<file path="src/rtl/adc_reader.sv">
// adc_reader: answers the controller's adc_trig/adc_done handshake by running one
// conversion on a dual-channel 14-bit SPI ADC (LTC1407A-style). It pulses ad_conv,
// clocks 34 SCK periods, captures both channels and returns them with adc_done.
module adc_reader #(
   parameter int unsigned SCK_HALF = 2
) (
   input  logic        CLK50MHZ,
   input  logic        RST,
   input  logic        adc_trig,
   output logic        adc_done,
   output logic [13:0] adc_a,
   output logic [13:0] adc_b,
   output logic        busy,
   output logic        ad_conv,
   output logic        spi_sck,
   input  logic        spi_miso
);

   localparam int unsigned      DIV_W    = $clog2(SCK_HALF) + 1;
   localparam logic [DIV_W-1:0] DIV_LAST = DIV_W'(SCK_HALF - 1);
   localparam logic [DIV_W-1:0] DIV_ONE  = DIV_W'(1);
   localparam logic [5:0]       NUM_BITS = 6'd34;

   typedef enum logic [1:0] {
      StIdle,
      StConv,
      StShift,
      StDone
   } state_t;

   state_t           state_q, state_d;
   logic [DIV_W-1:0] div_q, div_d;
   logic [5:0]       bit_cnt_q, bit_cnt_d;
   logic             sck_q, sck_d;
   logic             conv_q, conv_d;
   logic             busy_q, busy_d;
   logic             done_q, done_d;
   logic [13:0]      sh_a_q, sh_a_d;
   logic [13:0]      sh_b_q, sh_b_d;
   logic [13:0]      a_q, a_d;
   logic [13:0]      b_q, b_d;

   logic             div_end;
   logic [5:0]       bit_k;

   // Half-period boundary and the index of the rising edge about to be issued.
   always_comb begin
      div_end = (div_q == DIV_LAST);
      bit_k   = bit_cnt_q + 6'd1;
   end

   // Next-state logic: conversion strobe, SCK generation and data capture.
   always_comb begin
      state_d   = state_q;
      div_d     = div_q;
      bit_cnt_d = bit_cnt_q;
      sck_d     = sck_q;
      conv_d    = conv_q;
      busy_d    = busy_q;
      done_d    = 1'b0;
      sh_a_d    = sh_a_q;
      sh_b_d    = sh_b_q;
      a_d       = a_q;
      b_d       = b_q;

      unique case (state_q)
         StIdle: begin
            if (adc_trig) begin
               state_d   = StConv;
               conv_d    = 1'b1;
               busy_d    = 1'b1;
               div_d     = '0;
               bit_cnt_d = '0;
               sh_a_d    = '0;
               sh_b_d    = '0;
            end
         end

         // bit_cnt counts SCK half-periods here: two with ad_conv high, then
         // one settle cycle with ad_conv low before SCK starts.
         StConv: begin
            if (bit_cnt_q == 6'd2) begin
               state_d   = StShift;
               bit_cnt_d = '0;
               div_d     = '0;
            end else if (div_end) begin
               div_d     = '0;
               bit_cnt_d = bit_cnt_q + 6'd1;
               if (bit_cnt_q == 6'd1) begin
                  conv_d = 1'b0;
               end
            end else begin
               div_d = div_q + DIV_ONE;
            end
         end

         StShift: begin
            if (div_end) begin
               div_d = '0;
               if (!sck_q) begin
                  // Rising edge k: MISO was set up on the previous falling edge.
                  sck_d     = 1'b1;
                  bit_cnt_d = bit_k;
                  if (bit_k >= 6'd3 && bit_k <= 6'd16) begin
                     sh_a_d = {sh_a_q[12:0], spi_miso};
                  end else if (bit_k >= 6'd19 && bit_k <= 6'd32) begin
                     sh_b_d = {sh_b_q[12:0], spi_miso};
                  end
               end else begin
                  sck_d = 1'b0;
                  if (bit_cnt_q == NUM_BITS) begin
                     state_d = StDone;
                     done_d  = 1'b1;
                     a_d     = sh_a_q;
                     b_d     = sh_b_q;
                  end
               end
            end else begin
               div_d = div_q + DIV_ONE;
            end
         end

         StDone: begin
            state_d   = StIdle;
            busy_d    = 1'b0;
            bit_cnt_d = '0;
            div_d     = '0;
         end

         default: begin
            state_d = StIdle;
         end
      endcase
   end

   // State and output registers with synchronous active-high reset.
   always_ff @(posedge CLK50MHZ) begin
      if (RST) begin
         state_q   <= StIdle;
         div_q     <= '0;
         bit_cnt_q <= '0;
         sck_q     <= 1'b0;
         conv_q    <= 1'b0;
         busy_q    <= 1'b0;
         done_q    <= 1'b0;
         sh_a_q    <= '0;
         sh_b_q    <= '0;
         a_q       <= '0;
         b_q       <= '0;
      end else begin
         state_q   <= state_d;
         div_q     <= div_d;
         bit_cnt_q <= bit_cnt_d;
         sck_q     <= sck_d;
         conv_q    <= conv_d;
         busy_q    <= busy_d;
         done_q    <= done_d;
         sh_a_q    <= sh_a_d;
         sh_b_q    <= sh_b_d;
         a_q       <= a_d;
         b_q       <= b_d;
      end
   end

   // All outputs come straight from registers.
   always_comb begin
      adc_done = done_q;
      adc_a    = a_q;
      adc_b    = b_q;
      busy     = busy_q;
      ad_conv  = conv_q;
      spi_sck  = sck_q;
   end

endmodule

</file>
<file path="config.mk">
export PLATFORM = sky130hd
export DESIGN_NAME = adc_reader
export DESIGN_NICKNAME = d
export VERILOG_FILES = /design/src/rtl/adc_reader.sv
export SDC_FILE = /design/constraint.sdc
export NUM_CORES = 1
export LEC_CHECK = 0
export CAP_MARGIN = 40
export CORE_UTILIZATION = 40
export CTS_CLUSTER_SIZE = 25
export DETAILED_ROUTE_END_ITERATION = 10
export HOLD_SLACK_MARGIN = 0.05
export MAX_ROUTING_LAYER = met4
export PLACE_DENSITY_LB_ADDON = 0.1
export SETUP_SLACK_MARGIN = 0.5
export SLEW_MARGIN = 20
export SYNTH_ARGS = -nofsm -noshare
export SYNTH_HDL_FRONTEND = slang
export SYNTH_SLANG_ARGS = --single-unit
export TNS_END_PERCENT = 20
</file>
<file path="constraint.sdc">
create_clock -name CLK50MHZ -period 2.8 [get_ports CLK50MHZ]
set_input_delay 0.84 -clock CLK50MHZ [delete_from_list [all_inputs] [get_ports CLK50MHZ]]
set_output_delay 0.84 -clock CLK50MHZ [all_outputs]
set_load 0.03 [all_outputs]
</file>
After elaboration in Yosys (flattened, before gate mapping)
Index checks and enable logic that the tools add are counted.

operators by class
  muxes and demuxes = 34
  add/sub/neg operators = 2
  bitwise gates (word level) = 3
  order comparisons = 4
  reductions and logical operators = 15
  equal/unequal tests = 20

operators with widths
  cell                                                               number
  two-way mux 14 bit                                                 8
  case mux 14 bit (2 select lines)                                   2
  two-way mux 6 bit                                                  5
  != test 2 bit, second input constant                               12
  case mux 6 bit (4 select lines)                                    1
  two-way mux 2 bit                                                  8
  case mux 2 bit (4 select lines)                                    2
  AND reduction 5 bit                                                3
  AND reduction 4 bit                                                2
  adder 6 x 1 -> 6 bit, second input constant                        1
  equality test 6 x 1 -> 1 bit, second input constant                1
  equality test 6 x 2 -> 1 bit, second input constant                1
  equality test 6 bit, second input constant                         1
  greater-or-equal comparator 6 x 2 -> 1 bit, second input constant  1
  greater-or-equal comparator 6 x 5 -> 1 bit, second input constant  1
  less-or-equal comparator 6 x 5 -> 1 bit, second input constant     1
  less-or-equal comparator 6 bit, second input constant              1
  two-way mux 1 bit                                                  6
  AND reduction 6 bit                                                1
  nonzero test 2 bit                                                 3
  equality test 2 x 1 -> 1 bit, second input constant                2
  equality test 2 bit, second input constant                         2
  case mux 1 bit (2 select lines)                                    2
  AND reduction 2 bit                                                2
  6 further kinds                                                    9

storage, ports and cells
  output and inout bits = 32
  word-level logic and storage cells = 89
  flip-flop bits (word level) = 70
  bits of input ports = 4

Depth between registers and ports, before layout
  depth after elaboration = 8
  gate-level depth with buffers = 10
  gate-level depth less buffers = 7

Least setup slack after synthesis
OpenSTA, ideal clock, no wires.

  path kind = reg-to-reg
  start = register bit_cnt_q[1]
  end = register sh_b_q[10]
  path buffers = 2
  setup slack = 541 ps
  arrival time = 2142 ps
  cell stages (with the launch flop) = 9
  library setup time = 117 ps
  clock period less this slack = 2259 ps
  required time = 2683 ps
  cells stage by stage = dfxtp_1 -> ha_1 -> clkbuf_1 -> nand2_1 -> o41ai_1 -> o31ai_1 -> a41o_4 -> buf_6 -> a22o_1

on the way
  longest elaborated chain between the ends = 5
  elaborated cells on any way between the ends = 10
  classes of those cells = 1 x add/sub; 4 x order compare; 2 x eq/ne; 3 x reduce/logical

ends and longest elaborated chain
  item                                                                      RTL line  text
  from (decl)                                                               33        logic [5:0] bit_cnt_q, bit_cnt_d;
  from (signal assigned)                                                    153       bit_cnt_q <= bit_cnt_d;
  adder 6 x 1 -> 6 bit (*)                                                  49        bit_k = bit_cnt_q + 6'd1;
  greater-or-equal comparator 6 x 5 -> 1 bit, or another cell as far along  106       end else if (bit_k >= 6'd19 && bit_k <= 6'd32) begin
  logical AND 1 bit (on tied branches)                                      106, 104
  != test 2 bit (no line)                                                   -
  AND reduction 6 bit (no line) (*)                                         -
  to (signal assigned)                                                      147       sh_b_q <= '0;
  to (signal assigned)                                                      159       sh_b_q <= sh_b_d;
  to (decl)                                                                 39        logic [13:0] sh_b_q, sh_b_d;

Mark *: on every way between the ends. The rest lies on a longest branch, timed or not.
A chain may end at the register's enable or synchronous reset.

Worst setup path in the final report
  start = register bit_cnt_q[2]
  end = register sh_b_q[8]

The elaborated chain is that of the path after synthesis.

==> impl_metrics.py <==
metrics = {
    "critical_path": {
        "crit_type": "reg2reg",
        "crit_path_start": "bit_cnt_q[2]",
        "crit_path_end_kind": "flop",
        "slowest_delay_ns": 0.55,
        "r2r_cells": 5,
        "crit_chain": "nand2_1, or4b_1, a32o_1, a41o_4, a22o_1",
        "r2r_end": "sh_b_q[8]",
        "crit_end": "sh_b_q[8]",
        "crit_slowest_cell": "dfxtp_1",
        "ff2ff_setup_slack_ns": 0.56,
        "worstPathRequired_ns": 3.03,
        "critical_path.reg2reg.startpoint": "bit_cnt_q[2]",
        "critPathLaunchType": "flop",
        "path_max_fanout": 14,
        "worstPathArrival_ns": 2.47,
    },
    "cts": {
        "cts.hold.buffers_added": 0,
        "cts_max_path_buffers": 2,
        "cts_sinks": 70,
        "clock_latency_ns": 0.34,
        "clk_pin_slew_worst_paths_ns": 0.08,
        "clockRootBuffer": "clkbuf_8",
        "cts_buffers": 9,
        "ctsHtreeMaxLevel": 3,
        "cts_tree": "yes",
    },
    "job": {
        "cap_violations": 0,
    },
    "logic_synthesis": {
        "synthArstFlopShare_pct": 0,
        "syn_nets": 336,
        "synth_edf_count": 0,
        "syn-instance-count": 324,
        "yosysTopAreaCellShare_pct": 48.30,
        "ys_warn_count": 0,
        "syn_avg_cell_area_um2": 8.955,
        "yosysTopAreaCell": "dfxtp_1",
        "ys_top_cells_by_area": "dfxtp_1 (48%), nand2_1 (8.9%), a21oi_1 (6.2%)",
        "syn_area_um2": 2902,
        "ys_types": 49,
        "seq_area_frac_synth_pct": 48.30,
        "ys_seq_elements": 70,
        "ys.flop_type": "dfxtp_1",
    },
    "floorplanning": {
        "start_util_pct": 42.01,
        "core_area_um2": 6907,
        "die_x_um": 87.17,
        "die-area_um2": 7599,
        "pin_count": 36,
        "rows": 30,
        "dieHeight_um": 87.17,
    },
    "sta": {
        "whs_ns": 0.4543,
        "clock_skew_ns": 0.009821,
        "hold_viol_final": 0,
        "rsz0062_at_grt": "yes",
        "drv_slew": 0,
        "setup_tns_ns": 0,
        "worstMarginPinSlew_ns": 0.6180,
        "fmax_mhz": 447.0,
        "relSlewSlack_pct": 58.61,
        "report.final.setup_viol": 0,
        "min_period_ns": 2.237,
        "min_period_over_period_pct": 79.90,
        "setup_ws_ns": 0.5627,
    },
    "power": {
        "seqPwrFrac_pct": 46.0,
        "power.switching_uw": 678.8,
        "ir_drop_mv": 0.3206,
        "swShare_pct": 29.80,
        "clkPwrFrac_pct": 35.6,
        "p_per_area_nw_per_um2": 628.1,
        "p_leak_nw": 1.251,
        "combPwrFrac_pct": 18.4,
        "finalPower_mw": 2.278,
        "p_int_mw": 1.599,
    },
    "grt": {
        "grt_start_max_net_pins": 29,
        "antenna_found_initial": 0,
        "grt_use_total_pct": 18.57,
        "grt_pass1_vias": 2254,
        "grt_pass1_wl_mm": 10.58,
        "grt-ovfl-total": 0,
    },
    "drt": {
        "dr.pass1.iters": 4,
        "detail-route-antenna-nets": 0,
        "drt-initial-drc-count": 96,
        "vias": 2468,
        "finalWirelength_mm": 6.187,
        "via_per_inst": 5.342,
        "drc": 0,
        "wl_per_cell_um": 13.39,
    },
    "final_layout": {
        "area_growth_pct": 24.97,
        "finalNetCount": 373,
        "fin_area_um2": 3626,
        "drive_gt1_share_pct": 11.75,
        "diodes": 0,
    },
    "placed_design": {
        "postPlaceCellArea_um2": 3369,
        "port-buffer-count": 35,
        "post-place-ws_ns": 0.2246,
        "finalWeightedCongestion": 0.8219,
        "dp.final_hpwl_mm": 4.149,
    },
    "outcome": {
        "status": "finished clean",
    },
    "hold_path": {
        "worstHoldPathType": "reg2reg",
    },
}
-- worst min-delay path by stage --
| stage | startpoint | endpoint | slack (ns) | cells past startpoint |
|---|---|---|---|---|
| finish | adc_b[1] | adc_b[1] | 0.45 | 2 |
| global route | adc_b[11] | adc_b[11] | 0.47 | 2 |
| floorplan | sh_b_q[13] | adc_b[13] | 0.43 | 2 |
| global placement | adc_b[0] | adc_b[0] | 0.44 | 2 |
| CTS | adc_b[0] | adc_b[0] | 0.46 | 2 |
| detailed placement | adc_b[0] | adc_b[0] | 0.45 | 2 |
-- state kept, by name, indices dropped and copies added, names as in the netlist --
register	count
sh_a_q	14
adc_a	14
busy	1
adc_done	1
state_q	2
bit_cnt_q	6
ad_conv	1
adc_b	14
sh_b_q	14
div_q	2
spi_sck	1
-- placed cells by master, fill, tap and decap left out, drive strengths merged, types with 3 or more instances in the layout --
master | netlist | routed
a21oi | 36 | 36
a22o | 13 | 13
a31oi | 4 | 4
a32o | 16 | 16
buf | 10 | 14
clkbuf | 13 | 10
clkdlybuf4s50 | 0 | 34
clkinvlp | 0 | 3
dfxtp | 70 | 70
ha | 8 | 8
inv | 11 | 12
nand2 | 69 | 69
nand2b | 4 | 4
nand3 | 5 | 5
nor2 | 8 | 8
o21ai | 8 | 8
o31ai | 3 | 3
or4b | 3 | 3
-- layer usage --
layer / GRT usage, % / up-vias / routed length [um] / share of wire [%]
met5: - / - / 0 / 0
met1: 24.19 / 1164 / 3100 / 50
met3: 3.697 / 10 / 225 / 3.6
met2: 27.20 / 53 / 2748 / 44
met4: 9.836 / 0 / 113 / 1.8
li1: - / 1241 / - / -
-- worst max-delay path, delay by kind of cell, from the launching register on --
kind	cells	cell delay, ns
AO/OA/AOI/OAI	3	0.87
flip-flops	1	0.55
AND/OR/NAND/NOR	2	0.69
-- per-stage QoR --
step           utilization [%]  cells
2_1_floorplan                -    324
3_3_place_gp             48.68    445
3_5_place_dp             48.79    446
4_1_cts                  51.68    462
5_1_grt                  52.50    462
6_report                 52.50    462
-- cell families (layout without fill, tap and decap cells) --
kind of cell / Yosys count / in the layout / synth area share (%)
buffers and inverters: 34 / 76 / 5.132
XOR/XNOR: 3 / 3 / 0.9057
adder cells (fa/ha/maj): 8 / 8 / 3.450
AO/OA/AOI/OAI: 95 / 95 / 23.29
AND/OR/NAND/NOR: 112 / 112 / 18.24
flip-flops: 70 / 70 / 48.30
multiplexers: 2 / 2 / 0.6900
-- power groups by stage --
stage | combinational, mW | clock (mW) | sequential [mW]
3_3_place_gp | 0.397 | 0 | 1.07
5_1_grt | 0.465 | 0.885 | 1.05
2_1_floorplan | 0.294 | 0 | 1.08
4_1_cts | 0.408 | 0.838 | 1.05
6_report | 0.419 | 0.812 | 1.05
3_5_place_dp | 0.404 | 0 | 1.07
-- layout make-up --
| cell class | instances | area (um^2) |
|---|---|---|
| well taps | 96 | 120.1 |
| multi-input cells | 220 | 1390 |
| clock buffers | 10 | 127.6 |
| flip-flops and latches | 70 | 1406 |
| inverters | 11 | 41.29 |
| fillers | 690 | 3281 |
| clock inverters | 6 | 70.07 |
| repair buffers | 49 | 470.5 |
-- synth_stat cells, types with 2 or more instances --
cell      count
or4b_1        3
and3_1        2
ha_1          8
nor2b_1       2
dfxtp_1      70
a21oi_1      36
nand4_1       2
a21boi_1      2
nor3_1        2
a22o_1       13
nor2_1        8
inv_1        11
a32o_1       16
o21ai_0       7
clkbuf_1     13
o41ai_1       2
nand2_1      69
xnor2_1       2
o31ai_1       3
and3b_1       2
nor4_1        2
or3_1         2
a31oi_1       4
buf_2         8
mux2i_1       2
nand3_1       5
nand2b_1      4
nand3b_1      2
or2_2         2
-- what timing repair did --
item                       CTS  global route
gates resized for setup      1            16
buffers inserted             0             0
setup endpoints to repair   33            66
pin swaps                    0             0
Note: power is estimated with default switching activity, not from simulation.
